**src/rtl/decode_pkg.sv**
```systemverilog
// Shared definitions for the MIPS32 decode queue.
// Holds the opcode/funct encodings, the ALU and branch enumerations,
// the uop bundle passed from decode to issue, and the serialisation
// FSM state type.
package decode_pkg;

    // Primary opcodes (inst[31:26])
    localparam logic [5:0] OP_RTYPE  = 6'h00;
    localparam logic [5:0] OP_REGIMM = 6'h01;
    localparam logic [5:0] OP_J      = 6'h02;
    localparam logic [5:0] OP_JAL    = 6'h03;
    localparam logic [5:0] OP_BEQ    = 6'h04;
    localparam logic [5:0] OP_BNE    = 6'h05;
    localparam logic [5:0] OP_ADDIU  = 6'h09;
    localparam logic [5:0] OP_SLTI   = 6'h0A;
    localparam logic [5:0] OP_SLTIU  = 6'h0B;
    localparam logic [5:0] OP_ANDI   = 6'h0C;
    localparam logic [5:0] OP_ORI    = 6'h0D;
    localparam logic [5:0] OP_XORI   = 6'h0E;
    localparam logic [5:0] OP_LUI    = 6'h0F;
    localparam logic [5:0] OP_LW     = 6'h23;
    localparam logic [5:0] OP_SW     = 6'h2B;

    // R-type function codes (inst[5:0])
    localparam logic [5:0] FN_SLL  = 6'h00;
    localparam logic [5:0] FN_SRL  = 6'h02;
    localparam logic [5:0] FN_SRA  = 6'h03;
    localparam logic [5:0] FN_JR   = 6'h08;
    localparam logic [5:0] FN_ADD  = 6'h20;
    localparam logic [5:0] FN_ADDU = 6'h21;
    localparam logic [5:0] FN_SUBU = 6'h23;
    localparam logic [5:0] FN_AND  = 6'h24;
    localparam logic [5:0] FN_OR   = 6'h25;
    localparam logic [5:0] FN_XOR  = 6'h26;
    localparam logic [5:0] FN_NOR  = 6'h27;
    localparam logic [5:0] FN_SLT  = 6'h2A;
    localparam logic [5:0] FN_SLTU = 6'h2B;

    // Second ALU operand select
    localparam logic [1:0] SRC_REG   = 2'd0;  // rt register
    localparam logic [1:0] SRC_SHAMT = 2'd1;  // shift amount field
    localparam logic [1:0] SRC_IMM   = 2'd2;  // extended immediate

    typedef enum logic [3:0] {
        ALU_ADD  = 4'h0,
        ALU_SUB  = 4'h1,
        ALU_AND  = 4'h2,
        ALU_OR   = 4'h3,
        ALU_NOR  = 4'h4,
        ALU_XOR  = 4'h5,
        ALU_SLL  = 4'h6,
        ALU_SRA  = 4'h7,
        ALU_SRL  = 4'h8,
        ALU_SLT  = 4'h9,
        ALU_SLTU = 4'hA,
        ALU_LUI  = 4'hB,
        ALU_LINK = 4'hC,
        ALU_PASS = 4'hE
    } alu_op_e;

    typedef enum logic [2:0] {
        BR_NONE = 3'd0,
        BR_J    = 3'd1,
        BR_JAL  = 3'd2,
        BR_JR   = 3'd3,
        BR_BEQ  = 3'd4,
        BR_BNE  = 3'd5,
        BR_BGEZ = 3'd6,
        BR_BLTZ = 3'd7
    } branch_type_e;

    typedef struct packed {
        logic [31:0]  pc;
        logic [31:0]  pc_plus_4;
        logic [31:0]  jump_addr;
        logic [31:0]  br_target;
        logic [31:0]  imm;
        logic [4:0]   rs;
        logic [4:0]   rt;
        logic [4:0]   dst;
        logic [4:0]   shamt;
        alu_op_e      alu_ctrl;
        logic [1:0]   alu_src;
        logic         reg_write;
        logic         mem_to_reg;
        logic         mem_write;
        logic         mem_access;
        logic         branch;
        branch_type_e branch_type;
        logic         illegal;
    } uop_t;

    localparam int UOP_W = $bits(uop_t);

    typedef enum logic [1:0] {
        ST_RUN      = 2'd0,
        ST_BR_WAIT  = 2'd1,
        ST_MEM_WAIT = 2'd2
    } state_e;

    // Sign-extend a 16-bit immediate to 32 bits
    function automatic logic [31:0] sext16(input logic [15:0] v);
        return {{16{v[15]}}, v};
    endfunction

endpackage

```
**src/rtl/decode_comb.sv**
```systemverilog
// Purely combinational MIPS32 decoder: instruction word + pc -> uop_t.
// Unrecognised encodings produce a uop with illegal=1 and every
// write/memory/branch enable cleared, so downstream treats it as inert.
// Ports:
//   inst_i  32     instruction word
//   pc_i    32     instruction address
//   uop_o   uop_t  decoded micro-op
module decode_comb
    import decode_pkg::*;
(
    input  logic [31:0] inst_i,
    input  logic [31:0] pc_i,
    output uop_t        uop_o
);

    logic [5:0]  op_s;
    logic [5:0]  funct_s;
    logic [4:0]  rs_s;
    logic [4:0]  rt_s;
    logic [4:0]  rd_s;
    logic [31:0] sext_imm_s;
    logic [31:0] pc_plus_4_s;

    assign op_s        = inst_i[31:26];
    assign rs_s        = inst_i[25:21];
    assign rt_s        = inst_i[20:16];
    assign rd_s        = inst_i[15:11];
    assign funct_s     = inst_i[5:0];
    assign sext_imm_s  = sext16(inst_i[15:0]);
    assign pc_plus_4_s = pc_i + 32'd4;

    logic [4:0] dst_sel_s;
    logic       legal_s;

    // Field extraction and per-opcode control decode
    always_comb begin
        uop_o             = '0;
        uop_o.pc          = pc_i;
        uop_o.pc_plus_4   = pc_plus_4_s;
        uop_o.jump_addr   = {pc_i[31:28], inst_i[25:0], 2'b00};
        // Branch offset always uses the sign-extended field, even for
        // opcodes whose imm is zero-extended.
        uop_o.br_target   = pc_plus_4_s + {sext_imm_s[29:0], 2'b00};
        uop_o.imm         = sext_imm_s;
        uop_o.rs          = rs_s;
        uop_o.rt          = rt_s;
        uop_o.shamt       = inst_i[10:6];
        uop_o.alu_ctrl    = ALU_ADD;
        uop_o.alu_src     = SRC_REG;
        uop_o.branch_type = BR_NONE;
        dst_sel_s         = rt_s;
        legal_s           = 1'b1;

        case (op_s)
            OP_RTYPE: begin
                dst_sel_s       = rd_s;
                uop_o.reg_write = 1'b1;
                case (funct_s)
                    FN_ADD, FN_ADDU: uop_o.alu_ctrl = ALU_ADD;
                    FN_SUBU:         uop_o.alu_ctrl = ALU_SUB;
                    FN_AND:          uop_o.alu_ctrl = ALU_AND;
                    FN_OR:           uop_o.alu_ctrl = ALU_OR;
                    FN_NOR:          uop_o.alu_ctrl = ALU_NOR;
                    FN_XOR:          uop_o.alu_ctrl = ALU_XOR;
                    FN_SLT:          uop_o.alu_ctrl = ALU_SLT;
                    FN_SLTU:         uop_o.alu_ctrl = ALU_SLTU;
                    FN_SLL: begin
                        // SLL to $0 is the canonical NOP: leave it as a
                        // non-writing ADD so it never touches the rename map.
                        if (rd_s == 5'd0) begin
                            uop_o.reg_write = 1'b0;
                            uop_o.alu_ctrl  = ALU_ADD;
                        end else begin
                            uop_o.alu_ctrl  = ALU_SLL;
                            uop_o.alu_src   = SRC_SHAMT;
                        end
                    end
                    FN_SRA: begin
                        uop_o.alu_ctrl = ALU_SRA;
                        uop_o.alu_src  = SRC_SHAMT;
                    end
                    FN_SRL: begin
                        uop_o.alu_ctrl = ALU_SRL;
                        uop_o.alu_src  = SRC_SHAMT;
                    end
                    FN_JR: begin
                        uop_o.reg_write   = 1'b0;
                        uop_o.alu_ctrl    = ALU_PASS;
                        uop_o.branch      = 1'b1;
                        uop_o.branch_type = BR_JR;
                    end
                    default: legal_s = 1'b0;
                endcase
            end
            OP_ADDIU, OP_SLTI, OP_SLTIU: begin
                uop_o.reg_write = 1'b1;
                uop_o.alu_src   = SRC_IMM;
                if (op_s == OP_ADDIU) begin
                    uop_o.alu_ctrl = ALU_ADD;
                end else if (op_s == OP_SLTI) begin
                    uop_o.alu_ctrl = ALU_SLT;
                end else begin
                    uop_o.alu_ctrl = ALU_SLTU;
                end
            end
            OP_ANDI, OP_ORI, OP_XORI: begin
                uop_o.reg_write = 1'b1;
                uop_o.alu_src   = SRC_IMM;
                uop_o.imm       = {16'h0000, inst_i[15:0]};
                if (op_s == OP_ANDI) begin
                    uop_o.alu_ctrl = ALU_AND;
                end else if (op_s == OP_ORI) begin
                    uop_o.alu_ctrl = ALU_OR;
                end else begin
                    uop_o.alu_ctrl = ALU_XOR;
                end
            end
            OP_LUI: begin
                uop_o.reg_write = 1'b1;
                uop_o.alu_src   = SRC_IMM;
                uop_o.alu_ctrl  = ALU_LUI;
                uop_o.imm       = {inst_i[15:0], 16'h0000};
            end
            OP_BEQ, OP_BNE: begin
                uop_o.alu_ctrl    = ALU_SUB;
                uop_o.branch      = 1'b1;
                if (op_s == OP_BEQ) begin
                    uop_o.branch_type = BR_BEQ;
                end else begin
                    uop_o.branch_type = BR_BNE;
                end
            end
            OP_REGIMM: begin
                // Only rt==1 selects BGEZ; every other rt is treated as BLTZ.
                uop_o.alu_ctrl = ALU_PASS;
                uop_o.branch   = 1'b1;
                if (rt_s == 5'd1) begin
                    uop_o.branch_type = BR_BGEZ;
                end else begin
                    uop_o.branch_type = BR_BLTZ;
                end
            end
            OP_LW: begin
                uop_o.reg_write  = 1'b1;
                uop_o.mem_to_reg = 1'b1;
                uop_o.mem_access = 1'b1;
                uop_o.alu_src    = SRC_IMM;
            end
            OP_SW: begin
                uop_o.mem_write  = 1'b1;
                uop_o.mem_access = 1'b1;
                uop_o.alu_src    = SRC_IMM;
            end
            OP_J: begin
                uop_o.alu_ctrl    = ALU_PASS;
                uop_o.branch      = 1'b1;
                uop_o.branch_type = BR_J;
            end
            OP_JAL: begin
                uop_o.reg_write   = 1'b1;
                uop_o.alu_ctrl    = ALU_LINK;
                uop_o.branch      = 1'b1;
                uop_o.branch_type = BR_JAL;
                dst_sel_s         = 5'd31;
            end
            default: legal_s = 1'b0;
        endcase

        if (legal_s) begin
            uop_o.illegal = 1'b0;
        end else begin
            uop_o.illegal     = 1'b1;
            uop_o.reg_write   = 1'b0;
            uop_o.mem_to_reg  = 1'b0;
            uop_o.mem_write   = 1'b0;
            uop_o.mem_access  = 1'b0;
            uop_o.branch      = 1'b0;
            uop_o.branch_type = BR_NONE;
            uop_o.alu_ctrl    = ALU_ADD;
            uop_o.alu_src     = SRC_REG;
        end

        // A non-writing uop carries dst=0 so rename never allocates for it
        if (uop_o.reg_write) begin
            uop_o.dst = dst_sel_s;
        end else begin
            uop_o.dst = 5'd0;
        end
    end

endmodule

```
**src/rtl/decode_queue.sv**
```systemverilog
// MIPS32 decode stage for the out-of-order front end.
// Accepts (inst, pc) from fetch on a valid/ready handshake, decodes via
// decode_comb, and buffers up to DEPTH uops in a FIFO. Control-flow
// instructions serialise the front end through a small FSM instead of
// stall flags: once a branch/jump is accepted no further instruction is
// taken until br_resolve.
// Optional feature: define MEM_SERIALIZE_EN to also serialise LW/SW,
// releasing on mem_done. Without it loads/stores flow freely and
// mem_done is ignored.
// Ports:
//   clk, rst (sync, active-low)
//   in_valid/in_ready/in_inst/in_pc   fetch side handshake
//   out_valid/out_ready/out_uop       issue side handshake (head of FIFO)
//   flush                             drop all buffered uops, FSM -> RUN
//   br_resolve                        outstanding branch/jump resolved
//   mem_done                          outstanding LW/SW completed
//   illegal_cnt                       saturating count of illegal uops accepted
module decode_queue
    import decode_pkg::*;
#(
    parameter int unsigned DEPTH = 4,
    parameter int unsigned CNT_W = 16
) (
    input  logic             clk,
    input  logic             rst,
    input  logic             in_valid,
    output logic             in_ready,
    input  logic [31:0]      in_inst,
    input  logic [31:0]      in_pc,
    output logic             out_valid,
    input  logic             out_ready,
    output uop_t             out_uop,
    input  logic             flush,
    input  logic             br_resolve,
    input  logic             mem_done,
    output logic [CNT_W-1:0] illegal_cnt
);

    localparam int unsigned PTR_W = $clog2(DEPTH);
    localparam logic [PTR_W-1:0] PTR_ONE  = PTR_W'(1'b1);
    localparam logic [PTR_W:0]   CNT_ONE  = (PTR_W + 1)'(1'b1);
    localparam logic [PTR_W:0]   DEPTH_C  = (PTR_W + 1)'(DEPTH);
    localparam logic [CNT_W-1:0] ILL_ONE  = CNT_W'(1'b1);
    localparam logic [CNT_W-1:0] ILL_MAX  = {CNT_W{1'b1}};

    uop_t             fifo_q [DEPTH];
    logic [PTR_W-1:0] wr_ptr_q, wr_ptr_d;
    logic [PTR_W-1:0] rd_ptr_q, rd_ptr_d;
    logic [PTR_W:0]   count_q, count_d;
    logic [CNT_W-1:0] illegal_cnt_q, illegal_cnt_d;
    state_e           state_q;

    uop_t dec_uop_s;
    logic in_ready_s;
    logic out_valid_s;
    logic push_s;
    logic pop_s;

    decode_comb u_decode_comb (
        .inst_i (in_inst),
        .pc_i   (in_pc),
        .uop_o  (dec_uop_s)
    );

    // Ready depends only on registered state, reset and flush, never on out_ready
    assign in_ready_s  = rst && (count_q < DEPTH_C) && (state_q == ST_RUN) && !flush;
    assign out_valid_s = rst && (count_q != '0);
    assign push_s      = in_valid && in_ready_s;
    assign pop_s       = out_valid_s && out_ready;

    assign in_ready    = in_ready_s;
    assign out_valid   = out_valid_s;
    assign out_uop     = fifo_q[rd_ptr_q];
    assign illegal_cnt = illegal_cnt_q;

`ifndef MEM_SERIALIZE_EN
    logic unused_mem_done_s;
    assign unused_mem_done_s = mem_done;
`endif

    // Next-state for FIFO pointers, occupancy and illegal counter
    always_comb begin
        wr_ptr_d      = wr_ptr_q;
        rd_ptr_d      = rd_ptr_q;
        count_d       = count_q;
        illegal_cnt_d = illegal_cnt_q;

        if (flush) begin
            wr_ptr_d = '0;
            rd_ptr_d = '0;
            count_d  = '0;
        end else begin
            if (push_s) begin
                wr_ptr_d = wr_ptr_q + PTR_ONE;
            end else begin
                wr_ptr_d = wr_ptr_q;
            end
            if (pop_s) begin
                rd_ptr_d = rd_ptr_q + PTR_ONE;
            end else begin
                rd_ptr_d = rd_ptr_q;
            end
            case ({push_s, pop_s})
                2'b10:   count_d = count_q + CNT_ONE;
                2'b01:   count_d = count_q - CNT_ONE;
                default: count_d = count_q;
            endcase
        end

        // push_s is already gated by flush, so no explicit flush term here
        if (push_s && dec_uop_s.illegal && (illegal_cnt_q != ILL_MAX)) begin
            illegal_cnt_d = illegal_cnt_q + ILL_ONE;
        end else begin
            illegal_cnt_d = illegal_cnt_q;
        end
    end

    // Pointer, occupancy and counter registers
    always_ff @(posedge clk) begin
        if (!rst) begin
            wr_ptr_q      <= '0;
            rd_ptr_q      <= '0;
            count_q       <= '0;
            illegal_cnt_q <= '0;
        end else begin
            wr_ptr_q      <= wr_ptr_d;
            rd_ptr_q      <= rd_ptr_d;
            count_q       <= count_d;
            illegal_cnt_q <= illegal_cnt_d;
        end
    end

    // Uop storage; contents are don't-care while empty, so no reset
    always_ff @(posedge clk) begin
        if (push_s) begin
            fifo_q[wr_ptr_q] <= dec_uop_s;
        end
    end

    // Serialisation FSM: blocks fetch after control flow (and optionally memory ops)
    always_ff @(posedge clk) begin
        if (!rst) begin
            state_q <= ST_RUN;
        end else if (flush) begin
            state_q <= ST_RUN;
        end else begin
            case (state_q)
                ST_RUN: begin
                    if (push_s && dec_uop_s.branch) begin
                        state_q <= ST_BR_WAIT;
`ifdef MEM_SERIALIZE_EN
                    end else if (push_s && dec_uop_s.mem_access) begin
                        state_q <= ST_MEM_WAIT;
`endif
                    end else begin
                        state_q <= ST_RUN;
                    end
                end
                ST_BR_WAIT: begin
                    if (br_resolve) begin
                        state_q <= ST_RUN;
                    end else begin
                        state_q <= ST_BR_WAIT;
                    end
                end
                ST_MEM_WAIT: begin
`ifdef MEM_SERIALIZE_EN
                    if (mem_done) begin
                        state_q <= ST_RUN;
                    end else begin
                        state_q <= ST_MEM_WAIT;
                    end
`else
                    // Unreachable in this build; fall back to RUN if ever entered
                    state_q <= ST_RUN;
`endif
                end
                default: state_q <= ST_RUN;
            endcase
        end
    end

endmodule
```
**config.mk**
```make
export PLATFORM = sky130hd
export DESIGN_NAME = decode_queue
export DESIGN_NICKNAME = d
export VERILOG_FILES = /design/src/rtl/decode_pkg.sv /design/src/rtl/decode_comb.sv /design/src/rtl/decode_queue.sv
export SDC_FILE = /design/constraint.sdc
export NUM_CORES = 1
export LEC_CHECK = 0
export BUFFER_PORTS_ARGS = -buffer_cell sky130_fd_sc_hd__buf_2
export CORE_MARGIN = 1
export CORE_UTILIZATION = 33
export CTS_CLUSTER_SIZE = 30
export DETAILED_ROUTE_END_ITERATION = 6
export PLACE_DENSITY = 0.62
export RECOVER_POWER = 25
export SYNTH_ARGS = -nofsm -noshare
export SYNTH_HDL_FRONTEND = slang
export SYNTH_SLANG_ARGS = --single-unit
export TNS_END_PERCENT = 50
```
**constraint.sdc**
```tcl
create_clock -name clk -period 7.9 [get_ports clk]
set_input_delay 1.975 -clock clk [delete_from_list [all_inputs] [get_ports clk]]
set_output_delay 1.975 -clock clk [all_outputs]
set_load 0.01 [all_outputs]
```
---- Word level (Yosys, flattened, before mapping) ----
Memory sizes are Yosys's and may differ from the RTL's. A register that Yosys moved wholly into a read port is not among the register bits.
Cells that the tools add are included.
operators by class
  $add $sub $neg .......................... 7
  bitwise operators ....................... 1
  mux-type cells .......................... 35
  reductions and logical operators ........ 27
  equality and inequality tests ........... 31
  magnitude comparators ................... 1
operators with widths
  cell                                                 number
  equality test 6 bit, second input constant           11
  case mux 32 bit (2 select lines)                     1
  equality test 6 x 4 -> 1 bit, second input constant  8
  case mux 4 bit (11 select lines)                     1
  adder 32 x 3 -> 32 bit, second input constant        1
  adder 32 bit                                         1
  case mux 4 bit (7 select lines)                      1
  equality test 6 x 2 -> 1 bit, second input constant  4
  case mux 4 bit (5 select lines)                      1
  OR reduction 9 bit                                   2
  adder 16 x 1 -> 16 bit, second input constant        1
  inequality test 16 bit, second input constant        1
  2-to-1 mux 14 bit                                    1
  OR reduction 14 bit                                  1
  2-to-1 mux 1 bit                                     13
  OR reduction 13 bit                                  1
  equality test 6 x 3 -> 1 bit, second input constant  2
  zero test 6 bit                                      2
  2-to-1 mux 4 bit                                     3
  case mux 2 bit (2 select lines)                      3
  case mux 5 bit (2 select lines)                      1
  OR reduction 2 bit                                   5
  logical AND 1 bit                                    9
  equality test 6 x 1 -> 1 bit, second input constant  1
  19 further kinds                                     27
storage, ports and cells
  register bits after elaboration ......... 25
  memories kept ........................... 1
  logic and storage cells ................. 108
  output and inout port bits .............. 213
  memory bits (writable) .................. 772
memory list
  memory  words  width  read ports  clocked after memory_dff  wr ports  line                RTL
  fifo_q  4      193    1           1                         1         decode_queue.sv:46  uop_t fifo_q [DEPTH];

---- Longest topological paths before layout ----
Gate-level depths: netlist (run 1).
  depth after elaboration ................. 8
  gate-level depth with buffers ........... 15

---- By module ----
Synthesis (run 1) repeated with hierarchy kept, for this count alone.
second synthesis, totals
  cells, all modules ...................... 1737
  area total of the unflattened synthesis .. 33063.0 um2
modules (own cells, without submodules)
  module        area an instance (um2)  cells each  instances
  decode_queue  29360.7                 1171        1
  decode_comb   3702.3                  566         1

---- Worst setup path after synthesis (run 1) ----
No wires, ideal clock.
  kind .................................... input -> register
  start ................................... input rst
  end ..................................... memory fifo_q[0][0] in the netlist's numbering (enable)
  library setup time ...................... 552 ps
  stages on the path ...................... 5
  data arrival time ....................... 6504 ps
  slack ................................... 844 ps
  buffers on the path ..................... 2
  cell sequence ........................... buf_4 -> nand2b_1 -> buf_6 -> nor3_4 -> and3_1
on the way
  longest elaborated chain between the ends .. 6
ends and longest elaborated chain
  element                                 line                 RTL
  start, declared                         decode_queue.sv:25   input logic rst,
  logical AND 1 bit (3 in a row)          decode_queue.sv:66   assign in_ready_s = rst && (count_q < DEPTH_C) && (state_q == ST_RUN) && !flush;
  named net in_ready                      decode_queue.sv:27   output logic in_ready,
  logical AND 1 bit                       decode_queue.sv:68   assign push_s = in_valid && in_ready_s;
  2-to-1 mux 1 bit                        decode_queue.sv:135  if (push_s) begin
  2-to-1 mux 1 bit (implied by the code)  decode_queue.sv:136  fifo_q[wr_ptr_q] <= dec_uop_s;
  end, declared                           decode_queue.sv:46
The timed path passes the listed nets, and every way through them passes these cells.

==> results by group, run 1 <==
Clock network
  • # resized after CTS: 0
  • CTS Buffer Depth: 3
  • CTS Buf Count: 80
  • Clk sinks: 706
  • Number of buffers added to fix hold violations after cts: 0
  • Post-CTS Setup Bufs: 0
  • H-tree depth: 3
  • CTS root buffer: clkbuf_16
  • TritonCTS clock tree: built
  • Clock Latency Late Sink: 620 ps
  • Reg clk slew, reported paths: 50 ps

Power and ir drop
  • Power per cell area: 241.3 nW/µm²
  • Leakage: 10.93 nW
  • VDD IR max: 168.5 µV

Detailed routing
  • Initial DRT Pass Iterations: 5
  • Initial DRC count: 1022
  • Met3 Wirelength: 3607 µm
  • DR vias: 15196
  • Highest routed layer: met4
  • DRT met1 WL: 27460 µm
  • Drt via density: 5.010
  • Drc violations: 0
  • Met2 WL: 33860 µm
  • Post-DRT Antenna Nets: 0
  • Routed Wire Length: 66100 µm
  • Per-cell routed wire length: 21.79 µm

Synth
  • Ys async rst share: 0
  • Mapped Area: 29010 µm²
  • Post-synthesis sequential area ratio: 0.7218
  • Top FF cell, synth: edfxtp_1
  • EDFF count, synth: 680
  • Yosys reg bits: 706
  • Synthesized area per cell: 19.04 µm²
  • Unique cell type count in the Yosys netlist: 71
  • Syn Inst Count: 1524
  • Synth warn: 0

Critical path
  • Worst EP required: 8260 ps
  • CP startpoint kind: primary input
  • Slowest CP cell: nor3_1
  • Slowest stage delay, CP: 760 ps
  • CP cell instances: clkbuf_1 -> nand3_1 -> nor3_1 -> inv_1 -> nor2_1 -> nand3_1 -> xnor2_1 -> ha_1 -> a21o_1 -> a21oi_1 -> a21boi_0 -> o21ai_0 -> a21oi_1 -> o21ai_0 -> xnor2_1
  • Capture point of the worst reg-to-reg path: fifo_q[3][164]$_DFFE_PP_
  • Max FO, Critical Path: 8
  • CP Class: primary input to register
  • Reg2Reg Launch Point: count_q[2]$_SDFFE_PP0P_
  • R2R depth: 3
  • Critical path arrival: 6660 ps
  • R2r setup slk: 4540 ps
  • Critical Path Sink Type: register

Hold path
  • Worst hold path class: register to register
  • Hold-critical path endpoint: wr_ptr_q[1]$_SDFFE_PP0P_
  • Min-delay src: wr_ptr_q[1]$_SDFFE_PP0P_
  • Hold path cells: 2

Placement
  • DPL Wire Length: 40670 µm
  • GPL Wtd Cong: 0.8172
  • # port buffers: 280
  • Placed Area: 31620 µm²

Finish
  • Multi-input logic area: 7505 µm²
  • Area growth syn-to-layout: 17.44%
  • Fill count: 7869
  • Finished Cell Area: 34070 µm²
  • Number of diodes: 0
  • Layout net count: 1923
  • Share of layout cells above drive strength 1: 0.2817
  • Area occupied by registers: 20950 µm²

Timing
  • Worst Max-Slew Pin Slew: 1595 ps
  • Worst setup skew after layout: 24.02 ps
  • Final period util: 0.7968
  • Max_slew headroom: -0.06579
  • RSZ-0062 raised after global routing: no
  • Endpoints failing setup: 0
  • Max Clk Rate: 0.1589 GHz
  • Min Clock Period, post-route: 6295 ps
  • Max-slew violations: 41
  • Setup TNS: 0 ps
  • Final hold violation count: 0

GRT
  • GRT Overall Usage: 0.1475
  • Total gr overflow: 0
  • Vias in the first global route: 15881
  • Antenna violations before repair: 1
  • Largest net degree at the start of global routing: 97
  • Global-route wire length before repair: 98190 µm

Floorplanning
  • Core Rows: 108
  • Initial Util: 0.3339
  • Die ar.: 89100 µm²
  • Width of the die: 298.5 µm
  • Top Ports: 284
  • Core area: 86890 µm²
  • Die Ht: 298.5 µm

Status
  • Failing checks: capacitance limit, slew limit
  • Status: finished, violations left

Flow run
  • Max Cap Violations: 2
-- logic make-up (layout without fill, tap and decap cells) --
group | after synthesis | in the layout | share of synthesized area
fa+ha+maj | 41 | 41 | 0.01820
xor+xnor | 69 | 69 | 0.02083
flops | 706 | 706 | 0.7218
mux | 182 | 182 | 0.1362
compound gates | 153 | 153 | 0.03476
buf+inv | 115 | 468 | 0.01980
simple gates | 257 | 257 | 0.04822
other cells | 1 | 2 | 0.0001293
-- worst max-delay path by stage --
stage / from / endpoint / cells after the start
detailed placement: in_pc[4] / fifo_q[0][94]$_DFFE_PP_ / 15
global route: in_pc[2] / fifo_q[0][94]$_DFFE_PP_ / 15
finish: in_pc[4] / fifo_q[0][94]$_DFFE_PP_ / 15
floorplan: rst / fifo_q[0][0]$_DFFE_PP_ / 5
CTS: in_pc[4] / fifo_q[0][94]$_DFFE_PP_ / 15
global placement: in_pc[4] / fifo_q[0][94]$_DFFE_PP_ / 15
-- per-stage QoR --
step	setup slack, ps	hold slack, ps	cells	power, mW	util
6_report	1605	503.2	3033	8.221	0.3921
5_1_grt	1074	548.7	3033	8.492	0.3921
4_1_cts	1841	503.0	3033	8.329	0.3935
3_5_place_dp	1236	490.4	2884	4.718	0.3639
3_3_place_gp	1325	466.4	2884	4.699	0.3639
2_1_floorplan	843.8	467.7	1525	4.538	-
-- area by class of cell --
type | instances | share of cell area
Multi-Input combinational cell | 704 | 0.2203
Tap cell | 1155 | 0.04242
Clock buffer | 101 | 0.06170
Inverter | 23 | 0.002534
Sequential cell | 706 | 0.6149
Clock inverter | 48 | 0.01396
Timing Repair Buffer | 296 | 0.04425
-- flip-flops by register name, indices dropped and copies added, names as in the netlist, named ones only --
signal / cells
illegal_cnt: 16
rd_ptr_q: 2
count_q: 3
fifo_q: 680
wr_ptr_q: 2
state_q: 1
-- synth_stat cells, types with 3 or more instances --
| cell type | count | area, µm² |
|---|---|---|
| o21a_1 | 7 | 52.55 |
| o221a_2 | 5 | 56.30 |
| inv_1 | 21 | 78.83 |
| nor2b_1 | 26 | 162.7 |
| edfxtp_1 | 680 | 20420 |
| xnor2_1 | 51 | 446.7 |
| nand3b_1 | 6 | 45.04 |
| a21boi_0 | 4 | 30.03 |
| buf_2 | 12 | 60.06 |
| nand2b_1 | 7 | 43.79 |
| or4_1 | 3 | 22.52 |
| o211ai_1 | 5 | 37.54 |
| buf_6 | 4 | 45.04 |
| buf_1 | 14 | 52.55 |
| nand3_1 | 29 | 145.1 |
| o21bai_1 | 3 | 22.52 |
| a211oi_1 | 3 | 22.52 |
| a21o_1 | 27 | 202.7 |
| mux2_2 | 3 | 33.78 |
| ha_1 | 39 | 488.0 |
| nor3_1 | 23 | 115.1 |
| xor2_1 | 18 | 157.7 |
| nand4_1 | 21 | 131.4 |
| mux4_2 | 170 | 3829 |
| clkbuf_1 | 36 | 135.1 |
| mux2i_1 | 9 | 90.09 |
| nor2_1 | 55 | 206.5 |
| and2_1 | 3 | 18.77 |
| or2_2 | 3 | 18.77 |
| a21oi_1 | 48 | 240.2 |
| dfxtp_1 | 26 | 520.5 |
| and3_1 | 8 | 50.05 |
| o21ai_0 | 23 | 115.1 |
| buf_4 | 26 | 195.2 |
| o22ai_1 | 3 | 18.77 |
| and4_1 | 5 | 43.79 |
| nor4_1 | 6 | 37.54 |
| a31oi_1 | 5 | 31.28 |
| nand2_1 | 46 | 172.7 |
-- placed cells by master (no fill, tap or decap), drive strengths merged, types with 5 or more instances in the layout --
master,n
bufinv,7
nand2,46
nor2,55
a21oi,49
inv,24
mux4,170
nand4,21
nand3,31
ha,39
and3,8
edfxtp,680
a31oi,5
nor2b,26
a21o,27
clkinv,37
o211ai,5
nand3b,6
nor4,8
o221a,5
xor2,18
dfxtp,26
xnor2,51
buf,219
nand2b,7
mux2i,9
o21a,8
o21ai,23
nor3,25
clkbuf,178
and4,5
-- per-layer routing --
metal / vias up / track usage
met3: 86 / 0.02872
met4: 0 / 0.04347
met1: 7962 / 0.1839
met5: - / 0
li1: 6764 / -
met2: 384 / 0.2588
-- power breakdown --
| part | total, mW | switching, mW | internal [mW] | leakage, nW |
|---|---|---|---|---|
| Sequential | 4.19 | 0.00827 | 4.18 | 6.37 |
| Clock | 3.59 | 1.46 | 2.13 | 1.25 |
| Combinational | 0.444 | 0.294 | 0.150 | 3.30 |
-- worst max-delay path, delay by kind of cell --
family,cells,cell delay (ps)
AO/OA/AOI/OAI,6,1580
XOR/XNOR,2,790
adder cells (fa/ha/maj),1,410
buffers and inverters,2,480
AND/OR/NAND/NOR,4,1400
Power figures use the tool's default switching activity.
==> inputs of run 2 (changes only) <==
Clock period 7.9 ns to 6.37 ns, I/O delays scaled along.
==> results by group, run 2 (synthesized netlist as in run 1, its figures left out) <==
Status
  • Status: finished, violations left
  • Failing checks: capacitance limit, slew limit

Detailed routing
  • Drt via density: 5.035
  • DRT met1 WL: 28390 µm
  • Met2 WL: 33450 µm
  • Highest routed layer: met4
  • Post-DRT Antenna Nets: 0
  • Routed Wire Length: 66770 µm
  • DR vias: 15250
  • Initial DRT Pass Iterations: 5
  • Drc violations: 0
  • Met3 Wirelength: 3622 µm
  • Initial DRC count: 1033
  • Per-cell routed wire length: 22.04 µm

GRT
  • Total gr overflow: 0
  • Antenna violations before repair: 0
  • Global-route wire length before repair: 99540 µm
  • GRT Overall Usage: 0.1494
  • Largest net degree at the start of global routing: 87
  • Vias in the first global route: 15633

Critical path
  • CP startpoint kind: primary input
  • CP cell instances: clkbuf_1 -> ha_1 -> nand2_1 -> nor3_1 -> clkbuf_1 -> nor2b_1 -> nand4_1 -> xnor2_1 -> ha_1 -> a21oi_1 -> a21boi_0 -> o21ai_0 -> a21oi_1 -> o21ai_0 -> xnor2_1
  • Critical path arrival: 5950 ps
  • Worst path bufs/invs: 2
  • Slowest stage delay, CP: 430 ps
  • CP Class: primary input to register
  • Max FO, Critical Path: 7
  • Crit path max-delay family: compound AO/OA/AOI/OAI gates
  • Slowest CP cell: xnor2_1
  • Worst EP required: 6760 ps
  • Critical Path Sink Type: register

Finish
  • Biggest register: fifo_q
  • Largest register FFs: 680
  • Commonest non-fill, non-tap cell in the layout: edfxtp_1
  • Final non-filler cell total: 3029
  • Layout net count: 1923
  • Most frequent cells in the layout: 680 x edfxtp_1, 203 x buf_2, 170 x mux4_2, 99 x clkbuf_1, 79 x clkbuf_16
  • Final design utilization: 0.3918
  • Area growth syn-to-layout: 17.36%
  • Fill count: 7828
  • Share of layout cells above drive strength 1: 0.2779

Timing
  • Worst Max-Slew Pin Slew: 1774 ps
  • Endpoints failing setup: 0
  • Min Clock Period, post-route: 5565 ps
  • Worst Hold Slack: 489.6 ps
  • Max-slew violations: 32
  • Max Clk Rate: 0.1797 GHz
  • Worst setup skew after layout: 39.00 ps
  • Max_slew headroom: -0.1827
  • RSZ-0062 raised after global routing: no
  • Final hold violation count: 0
  • Final period util: 0.8735
  • Final worst setup slack: 805.5 ps

Clock network
  • Clk sinks: 706
  • CTS Buffer Depth: 3
  • H-tree depth: 3
  • CTS Buf Count: 78
  • TritonCTS clock tree: built
  • # resized after CTS: 0
  • Number of buffers added to fix hold violations after cts: 0
  • Clock Latency Late Sink: 620 ps
  • Reg clk slew, reported paths: 60 ps
  • CTS root buffer: clkbuf_16
  • Post-CTS Setup Bufs: 0

Floorplanning
  • Top Ports: 284
  • Core Rows: 108
  • Initial Util: 0.3339
  • Core area: 86890 µm²
  • Die ar.: 89100 µm²
  • Width of the die: 298.5 µm
  • Die Ht: 298.5 µm

Power and ir drop
  • VDD IR max: 216.5 µV
  • Leakage: 10.88 nW
  • Power per cell area: 296.1 nW/µm²

Placement
  • Dpl cells: 2886
  • DP Worst Slack: 449.1 ps
  • DPL Wire Length: 41060 µm
  • GPL Wtd Cong: 0.8517
  • # port buffers: 280

Hold path
  • Worst hold path class: register to register

Flow run
  • Max Cap Violations: 2
==> run 2: cell types whose count changed in the layout (fill, tap and decap cells not counted), moves of 3 or more <==
| cell | delta |
|---|---|
| clkinv_2 | -7 |
| clkbuf_8 | +3 |
| buf_12 | +5 |
| diode_2 | +3 |
| buf_4 | -4 |
| clkinv_8 | -3 |
==> run 2: layout make-up <==
cell class / count / area, µm² / area share
flip-flops and latches: 706 / 20950 / 0.6153
multi-input cells: 704 / 7501 / 0.2203
clock buffers: 101 / 2090 / 0.06137
repair buffers: 298 / 1579 / 0.04638
well taps: 1155 / 1445 / 0.04245
clock inverters: 39 / 390.4 / 0.01147
inverters: 23 / 86.33 / 0.002536
diodes: 3 / 7.507 / 0.0002205
==> run 2: worst min-delay path: cells and delay by family (launching register included) <==
| kind | cells | cell delay (ps) |
|---|---|---|
| flip-flops | 1 | 320 |
| multiplexers | 1 | 60 |
| AND/OR/NAND/NOR | 1 | 60 |
==> run 2: stage by stage <==
stage / area [µm²] / setup TNS [ps] / total power [mW]
2_1_floorplan: 29020 / -103070 / 5.624
6_report: 34050 / 0 / 10.08
3_3_place_gp: 31690 / 0 / 5.829
5_1_grt: 34040 / 0 / 10.45
3_5_place_dp: 31690 / 0 / 5.852
4_1_cts: 34170 / 0 / 10.23
==> run 2: where the power goes <==
part / internal (mW) / switching (mW)
Combinational: 0.186 / 0.365
Sequential: 5.18 / 0.0106
Clock: 2.53 / 1.80
==> run 2: per-layer routing <==
metal,global-route usage,vias to the layer above
li1,-,6772
met1,0.1942,7947
met2,0.2523,428
met3,0.03192,103
met4,0.04139,0
met5,0,-
==> run 2: path summary, 6_finish.rpt <==
path / startpoint / end / slack [ps] / depth (start not counted)
worst min register to register: illegal_cnt[11]$_SDFFE_PN0P_ / illegal_cnt[11]$_SDFFE_PN0P_ / 490 / 2
worst max register to register: count_q[2]$_SDFFE_PP0P_ / count_q[2]$_SDFFE_PP0P_ / 3700 / 9
worst max-delay path: in_pc[2] / fifo_q[2][94]$_DFFE_PP_ / 810 / 15
worst min-delay path: illegal_cnt[11]$_SDFFE_PN0P_ / illegal_cnt[11]$_SDFFE_PN0P_ / 490 / 2
==> inputs of run 3 (changes only) <==
Settings changed: RECOVER_POWER 25 to not set.
==> results by group, run 3 (synthesized netlist as in run 1, its figures left out) <==
Timing
  • RSZ-0062 raised after global routing: no
  • Min Clock Period, post-route: 5362 ps
  • Worst Max-Slew Pin Slew: 1003 ps
  • Setup TNS: 0 ps
  • Max_slew headroom: 0.3310
  • Worst setup skew after layout: 39.57 ps
  • Max Clk Rate: 0.1865 GHz
  • Final period util: 0.8418
  • Max-slew violations: 0
  • Endpoints failing setup: 0
  • Final hold violation count: 0

Clock network
  • CTS Buffer Depth: 3
  • Number of buffers added to fix hold violations after cts: 0
  • # resized after CTS: 0
  • CTS root buffer: clkbuf_16
  • CTS Buf Count: 78
  • H-tree depth: 3
  • Post-CTS Setup Bufs: 0
  • Clk sinks: 706
  • Clock Latency Late Sink: 620 ps
  • Reg clk slew, reported paths: 60 ps
  • TritonCTS clock tree: built

Floorplanning
  • Die ar.: 89100 µm²
  • Core area: 86890 µm²
  • Top Ports: 284
  • Width of the die: 298.5 µm
  • Die Ht: 298.5 µm
  • Initial Util: 0.3339
  • Core Rows: 108

Hold path
  • Min-delay src: illegal_cnt[11]$_SDFFE_PN0P_
  • Worst hold path class: register to register
  • Hold path cells: 2
  • Hold-critical path endpoint: illegal_cnt[11]$_SDFFE_PN0P_

Finish
  • Layout net count: 1923
  • Final design utilization: 0.3934
  • Biggest register: fifo_q
  • Most frequent cells in the layout: 680 x edfxtp_1, 280 x buf_2, 170 x mux4_2, 79 x clkbuf_16, 55 x nor2_1
  • Area growth syn-to-layout: 17.83%
  • Commonest non-fill, non-tap cell in the layout: edfxtp_1
  • Final non-filler cell total: 3029
  • Largest register FFs: 680
  • Share of layout cells above drive strength 1: 0.3234

GRT
  • Global-route wire length before repair: 99540 µm
  • Antenna violations before repair: 1
  • Vias in the first global route: 15633
  • Largest net degree at the start of global routing: 87
  • Total gr overflow: 0
  • GRT Overall Usage: 0.1494

Placement
  • DPL Wire Length: 41060 µm
  • Dpl cells: 2886
  • GPL Wtd Cong: 0.8517
  • # port buffers: 280

Critical path
  • Worst EP required: 6760 ps
  • R2R depth: 3
  • Capture point of the worst reg-to-reg path: fifo_q[2][120]$_DFFE_PP_
  • CP startpoint kind: primary input
  • R2r setup slk: 3940 ps
  • CP Class: primary input to register
  • Reg2Reg Launch Point: count_q[2]$_SDFFE_PP0P_
  • Critical path arrival: 5750 ps
  • Critical Path Sink Type: register
  • Max FO, Critical Path: 9

Flow run
  • Max Cap Violations: 0

Detailed routing
  • Drc violations: 0
  • Post-DRT Antenna Nets: 0
  • DR vias: 15213
  • Initial DRC count: 945
  • Per-cell routed wire length: 22.05 µm
  • Drt via density: 5.022
  • Routed Wire Length: 66790 µm
  • Initial DRT Pass Iterations: 6

Power and ir drop
  • Power per cell area: 295.0 nW/µm²
  • Leakage: 11.13 nW
  • VDD IR max: 216.2 µV

Status
  • Status: completed
run 3: critical path, cell delays in order:
cell and delay (ps):
buf_2 180, and4_1 260, and3_1 250, nand4_1 210
nor2_1 310, nand3_1 130, xnor2_1 390, ha_1 410
a21o_1 210, a21oi_1 360, a21boi_0 410, o21ai_0 150
a21oi_1 350, o21ai_0 170, xnor2_1 350
run 3: how the worst max path moves through the flow:
stage / from / end / cells past startpoint
6_report: in_pc[10] / fifo_q[2][94]$_DFFE_PP_ / 15
5_1_grt: in_pc[10] / fifo_q[2][94]$_DFFE_PP_ / 15
4_1_cts: in_pc[10] / fifo_q[1][94]$_DFFE_PP_ / 15
3_5_place_dp: in_pc[10] / fifo_q[2][94]$_DFFE_PP_ / 15
3_3_place_gp: in_pc[4] / fifo_q[2][97]$_DFFE_PP_ / 14
2_1_floorplan: rst / fifo_q[2][0]$_DFFE_PP_ / 5
run 3: cell type report:
cell class	instances	area [µm²]
Antenna cell	3	7.507
Clock buffer	101	2090
Clock inverter	39	390.4
Fill cell	7773	52710
Inverter	23	86.33
Multi-Input combinational cell	704	7528
Sequential cell	706	20950
Tap cell	1155	1445
Timing Repair Buffer	298	1687
run 3: through the flow:
stage          power [mW]  setup slack, ps  instance area [µm²]  hold WS [ps]
6_report            10.09             1008                34180         488.8
5_1_grt             10.45            544.6                34180         520.2
4_1_cts             10.23             1105                34170         494.0
3_5_place_dp        5.852            449.1                31690         484.6
3_3_place_gp        5.829            659.9                31690         466.5
2_1_floorplan       5.624           -303.2                29020         467.7
run 3: per-layer routing:
| layer | GRT usage | up-vias | part of all wire |
|---|---|---|---|
| li1 | - | 6775 | - |
| met1 | 0.1942 | 7917 | 0.43 |
| met2 | 0.2523 | 418 | 0.50 |
| met3 | 0.03192 | 103 | 0.055 |
| met4 | 0.04139 | 0 | 0.020 |
| met5 | 0 | - | 0 |
run 3: power by group:
part,leakage [nW],internal (mW),switching (mW)
sequential,6.37,5.18,0.0105
combinational,3.57,0.192,0.366
clock,1.19,2.53,1.80
total,11.1,7.91,2.18
